**src/rtl/biriscv_csr_wb_pipe.sv**
```systemverilog
// biriscv_csr_wb_pipe
// Carries CSR-unit E1 results through E2 into writeback, merging late LSU
// faults and interrupt injection, and drives the CSR regfile writeback bus,
// the integer register writeback and the pipeline squash request.
module biriscv_csr_wb_pipe #(
   parameter int SUPPORT_MEM_FAULT = 1,
   parameter int SUPPORT_INTERRUPT = 1
) (
   input  logic        clk_i,
   input  logic        rst_i,
   input  logic        e1_valid_i,
   input  logic [31:0] e1_pc_i,
   input  logic [31:0] e1_opcode_i,
   input  logic [4:0]  e1_rd_idx_i,
   input  logic [31:0] e1_value_i,
   input  logic        e1_write_i,
   input  logic [31:0] e1_wdata_i,
   input  logic [5:0]  e1_exception_i,
   input  logic [5:0]  mem_exception_i,
   input  logic [31:0] mem_addr_i,
   input  logic        take_interrupt_i,
   input  logic        stall_i,
   input  logic        flush_i,
   output logic        csr_writeback_write_o,
   output logic [11:0] csr_writeback_waddr_o,
   output logic [31:0] csr_writeback_wdata_o,
   output logic [5:0]  csr_writeback_exception_o,
   output logic [31:0] csr_writeback_exception_pc_o,
   output logic [31:0] csr_writeback_exception_addr_o,
   output logic        wb_rd_write_o,
   output logic [4:0]  wb_rd_idx_o,
   output logic [31:0] wb_rd_value_o,
   output logic        squash_o
);

   localparam logic [5:0] EXCEPTION_ILLEGAL_INSTRUCTION = 6'h12;
   localparam logic [5:0] EXCEPTION_INTERRUPT           = 6'h20;

   // E2 stage registers
   logic        r_e2_valid;
   logic [31:0] r_e2_pc;
   logic [11:0] r_e2_csr_addr;
   logic [4:0]  r_e2_rd_idx;
   logic [31:0] r_e2_value;
   logic        r_e2_write;
   logic [31:0] r_e2_wdata;
   logic [5:0]  r_e2_exception;

   // WB stage registers
   logic        r_wb_valid;
   logic [31:0] r_wb_pc;
   logic [11:0] r_wb_csr_addr;
   logic [4:0]  r_wb_rd_idx;
   logic [31:0] r_wb_value;
   logic        r_wb_write;
   logic [31:0] r_wb_wdata;
   logic [5:0]  r_wb_exception;
   logic [31:0] r_wb_exc_addr;

   logic [5:0]  w_mem_exception;
   logic        w_interrupt;
   logic [5:0]  w_merge_exception;
   logic [31:0] w_merge_addr;
   logic        w_wb_load;
   logic        w_csr_write;
   logic        w_rd_write;
   logic        w_unused_opcode;

   // Only the CSR address field of the opcode is carried downstream.
   assign w_unused_opcode = ^e1_opcode_i[19:0];

   assign w_mem_exception = (SUPPORT_MEM_FAULT != 0) ? mem_exception_i : 6'd0;
   assign w_interrupt     = (SUPPORT_INTERRUPT != 0) & take_interrupt_i;
   assign squash_o        = r_wb_valid & (r_wb_exception != 6'd0);
   assign w_wb_load       = r_e2_valid & ~stall_i & ~squash_o;

   // Pick the final exception for the entry leaving E2: early E1 cause first,
   // then a late LSU fault, then an injected interrupt.
   always_comb begin
      w_merge_exception = 6'd0;
      w_merge_addr      = 32'd0;
      if (r_e2_exception != 6'd0) begin
         w_merge_exception = r_e2_exception;
         if (r_e2_exception == EXCEPTION_ILLEGAL_INSTRUCTION)
            w_merge_addr = r_e2_value;
      end else if (w_mem_exception != 6'd0) begin
         w_merge_exception = w_mem_exception;
         w_merge_addr      = mem_addr_i;
      end else if (w_interrupt) begin
         w_merge_exception = EXCEPTION_INTERRUPT;
      end
   end

   // E2 capture: squash or flush empties it, otherwise it follows E1 unless stalled.
   always_ff @(posedge clk_i or posedge rst_i) begin
      if (rst_i) begin
         r_e2_valid     <= 1'b0;
         r_e2_pc        <= 32'd0;
         r_e2_csr_addr  <= 12'd0;
         r_e2_rd_idx    <= 5'd0;
         r_e2_value     <= 32'd0;
         r_e2_write     <= 1'b0;
         r_e2_wdata     <= 32'd0;
         r_e2_exception <= 6'd0;
      end else if (squash_o | flush_i) begin
         r_e2_valid     <= 1'b0;
         r_e2_exception <= 6'd0;
      end else if (~stall_i) begin
         r_e2_valid     <= e1_valid_i;
         r_e2_pc        <= e1_pc_i;
         r_e2_csr_addr  <= e1_opcode_i[31:20];
         r_e2_rd_idx    <= e1_rd_idx_i;
         r_e2_value     <= e1_value_i;
         r_e2_write     <= e1_write_i;
         r_e2_wdata     <= e1_wdata_i;
         r_e2_exception <= e1_exception_i;
      end
   end

   // WB holds an entry for exactly one cycle; anything else loads a bubble.
   always_ff @(posedge clk_i or posedge rst_i) begin
      if (rst_i) begin
         r_wb_valid     <= 1'b0;
         r_wb_pc        <= 32'd0;
         r_wb_csr_addr  <= 12'd0;
         r_wb_rd_idx    <= 5'd0;
         r_wb_value     <= 32'd0;
         r_wb_write     <= 1'b0;
         r_wb_wdata     <= 32'd0;
         r_wb_exception <= 6'd0;
         r_wb_exc_addr  <= 32'd0;
      end else if (w_wb_load) begin
         r_wb_valid     <= 1'b1;
         r_wb_pc        <= r_e2_pc;
         r_wb_csr_addr  <= r_e2_csr_addr;
         r_wb_rd_idx    <= r_e2_rd_idx;
         r_wb_value     <= r_e2_value;
         r_wb_write     <= r_e2_write;
         r_wb_wdata     <= r_e2_wdata;
         r_wb_exception <= w_merge_exception;
         r_wb_exc_addr  <= w_merge_addr;
      end else begin
         r_wb_valid     <= 1'b0;
         r_wb_write     <= 1'b0;
         r_wb_exception <= 6'd0;
      end
   end

   assign w_csr_write = r_wb_valid & r_wb_write & (r_wb_exception == 6'd0);
   assign w_rd_write  = w_csr_write & (r_wb_rd_idx != 5'd0);

   assign csr_writeback_write_o          = w_csr_write;
   assign csr_writeback_waddr_o          = w_csr_write ? r_wb_csr_addr : 12'd0;
   assign csr_writeback_wdata_o          = w_csr_write ? r_wb_wdata    : 32'd0;
   assign csr_writeback_exception_o      = r_wb_valid  ? r_wb_exception : 6'd0;
   assign csr_writeback_exception_pc_o   = squash_o    ? r_wb_pc       : 32'd0;
   assign csr_writeback_exception_addr_o = squash_o    ? r_wb_exc_addr : 32'd0;
   assign wb_rd_write_o                  = w_rd_write;
   assign wb_rd_idx_o                    = w_rd_write ? r_wb_rd_idx : 5'd0;
   assign wb_rd_value_o                  = w_rd_write ? r_wb_value  : 32'd0;

endmodule

```
**config.mk**
```make
export PLATFORM = sky130hd
export DESIGN_NAME = biriscv_csr_wb_pipe
export DESIGN_NICKNAME = d
export VERILOG_FILES = /design/src/rtl/biriscv_csr_wb_pipe.sv
export SDC_FILE = /design/constraint.sdc
export NUM_CORES = 1
export LEC_CHECK = 0
export ABC_AREA = 1
export CAP_MARGIN = 25
export CORE_MARGIN = 1.5
export CORE_UTILIZATION = 48
export DETAILED_ROUTE_END_ITERATION = 12
export GPL_TIMING_DRIVEN = 0
export PLACE_DENSITY = 0.9
export SLEW_MARGIN = 20
export SYNTH_ARGS = -nofsm -noshare
export SYNTH_HDL_FRONTEND = slang
export SYNTH_SLANG_ARGS = --single-unit
```
**constraint.sdc**
```tcl
create_clock -name clk_i -period 12.9 [get_ports clk_i]
set_input_delay 2.58 -clock clk_i [delete_from_list [all_inputs] [get_ports clk_i]]
set_output_delay 2.58 -clock clk_i [all_outputs]
set_load 0.005 [all_outputs]
```
==> reports/results.ini <==
[outcome]
status=complete, no violations

[sta]
final_hold_viol_count=0
clock_skew_ps=21.0
relSlewSlack=0.595
final-max-slew-violation-count=0
grt_setup_unrepaired=no
finalSetupViolCount=0
worst_pin_slew_ps=605
hold-worst-slack_ps=478
fin_crit_ps=5350
max_freq_mhz=187
period_share=0.415

[clock_network]
htree_levels=1
numCtsBuffers=29
clock_path_buffers=3
hold_buffers=0
clk_pin_slew_worst_paths_ps=60
cts_resized=0
tritoncts=yes
clkLatencyLatePin_ps=550
cts_setup_buffers=0
root_buffer=clkbuf_16
clkSinkCount=274

[finish]
drive_gt1_frac=0.0615
area_delta_synth_final_pct=38.1
stdcell_count=2178
final_cell_area_sq_mm=0.0164
nets=2025
seq_area_sq_mm=0.00686
multi_input_area_sq_mm=0.00388
n_fill_cell=1891

[global_route]
antenna_found_initial=1
grt_pass1_wl_mm=56.6
grt_start_max_net_pins=111
grt_pass1_vias=11300
gr-usage-all-layers=0.276
gr-total-overflow=0

[power]
power.leakage_nw=8.06
p_total_mw=2.20
ir_drop_uv=80.6
powerDensity_mw_per_mm2=134

[critical_path]
arrival_ps=2770
worstSetupPathType=flip-flop to primary output
crit_path_top_delay_cell=clkdlybuf4s50_1
crit_buf_inv=3
critPathMaxFanout=10
path_cells=nor2_1 > nand3_1 > nor2_1 > inv_2 > buf_1 > nor2_1 > clkdlybuf4s50_1
cp-end-kind=primary output
path_delay_family=buffers and inverters
cp-start-kind=flip-flop
r2r_slack_ps=11030
crit_top_cell=nor2_1
crit_required_ps=10320
max_stage_delay_ps=520

[floorplanning]
die_h_microns=160
die-width_microns=160
ios=338
rows=57
initial_core_util=0.489
core_area_sq_mm=0.0242
die-area_sq_mm=0.0256

[routing]
drt_iter0_markers=794
vias=10900
finalWirelength_mm=35.0
wl_per_cell_microns=16.1
antenna_left=0
viasPerCell=4.99
dr.pass1.iters=5
drcViolationCount=0

[placement]
hpwl_mm=25.1
dp_cells=2134
port_buffers=317
placed_area_sq_mm=0.0155
gp_congestion=0.861

[yosys]
synth_sequential_area_ratio=0.579
syn_avg_cell_area_sq_um=7.95
netlist_instances=1491
synth.net_count=1675
synth-seq-cells=274
yosys_warnings=0
netlist_area_sq_mm=0.0118
synth_cell_types=20

[run]
maxCapViolCount=0

[worst_hold_path]
hold_class=flip-flop to flip-flop

[synth_stat cells]
master / instances / area, sq um
nand2_1: 650 / 2440
o21ai_2: 1 / 8.76
nor2_8: 1 / 20.0
o21ai_0: 106 / 531
nand4_1: 1 / 6.26
a21oi_1: 6 / 30.0
clkbuf_1: 16 / 60.1
or2_1: 1 / 6.26
nand2_2: 1 / 6.26
buf_1: 2 / 7.51
buf_6: 11 / 124
nor2_1: 163 / 612
nand3_1: 36 / 180
inv_1: 158 / 593
inv_2: 3 / 11.3
buf_2: 35 / 175
nand3_2: 1 / 10.0
dfrtp_1: 274 / 6860
o21ai_1: 7 / 35.0
buf_4: 18 / 135
[worst paths after layout]
kind,startpoint,endpoint,cells after the start
setup / recovery,r_wb_exception[3],csr_writeback_waddr_o[8],7
hold / removal,r_e2_wdata[12],r_e2_wdata[12],2
setup reg to reg,r_e2_exception[2],r_wb_exc_addr[15],8
hold reg to reg,r_e2_wdata[12],r_e2_wdata[12],2
max in group asynchronous,rst_i,r_e2_pc[5],3
min in group asynchronous,rst_i,r_wb_exc_addr[3],2
[worst min-delay path: stages (launching register included)]
cell     delay [ps]
dfrtp_1         340
nand2_1          60
nand2_1          50
[layout by cell type (no fill, tap or decap), types with 2 or more instances in the layout]
cell type,instances
a21oi_1,6
clkbuf_1,19
buf_2,35
dfrtp_1,274
buf_4,18
o21ai_1,7
clkbuf_16,29
inv_2,3
clkbuf_8,9
inv_1,157
nand2_1,650
buf_6,11
nand3_1,36
nor2_1,163
o21ai_0,106
clkdlybuf4s50_1,317
buf_16,2
buf_1,2
[cell families after synthesis]
group / share of synthesized area
AO/OA/AOI/OAI: 0.0510
buffers and inverters: 0.0934
flip-flops: 0.579
AND/OR/NAND/NOR: 0.277
[report_power, final]
group | internal, mW | switching [mW] | total (mW)
Sequential | 1.02 | 0.0704 | 1.09
Combinational | 0.135 | 0.195 | 0.329
Clock | 0.455 | 0.322 | 0.777
Total | 1.61 | 0.587 | 2.20
[registers in the layout, summed over array words and instances, names as in the netlist]
name / count
r_wb_pc: 32
r_wb_wdata: 32
r_e2_pc: 32
r_e2_wdata: 32
r_wb_valid: 1
r_e2_valid: 1
r_e2_csr_addr: 12
r_e2_write: 1
r_e2_rd_idx: 5
r_e2_value: 32
r_wb_exc_addr: 32
r_wb_rd_idx: 5
r_wb_value: 32
r_wb_write: 1
r_e2_exception: 6
r_wb_csr_addr: 12
r_wb_exception: 6
[metal layers]
metal	wire length [microns]	global-route usage	share of wire
met1	13900	0.349	0.40
met2	17400	0.479	0.50
met3	2380	0.0371	0.068
met4	1310	0.114	0.037
met5	0	0	0
[area by class of cell]
type	count	share of cell area
well taps	324	0.0248
plain buffers	82	0.0307
clock buffers	41	0.0526
diodes	1	0.000153
clock inverters	2	0.000841
flip-flops and latches	274	0.419
repair buffers	319	0.197
multi-input cells	974	0.237
inverters	161	0.0374
[stage by stage]
step | setup TNS, ps | utilization | setup WS, ps
3_5_place_dp | 0 | 0.639 | 8030
6_report | 0 | 0.675 | 7550
4_1_cts | 0 | 0.675 | 7440
3_3_place_gp | -30490 | 0.636 | -136
5_1_grt | 0 | 0.675 | 7350
2_1_floorplan | 0 | - | 2770
Power figures use the tool's default switching activity.
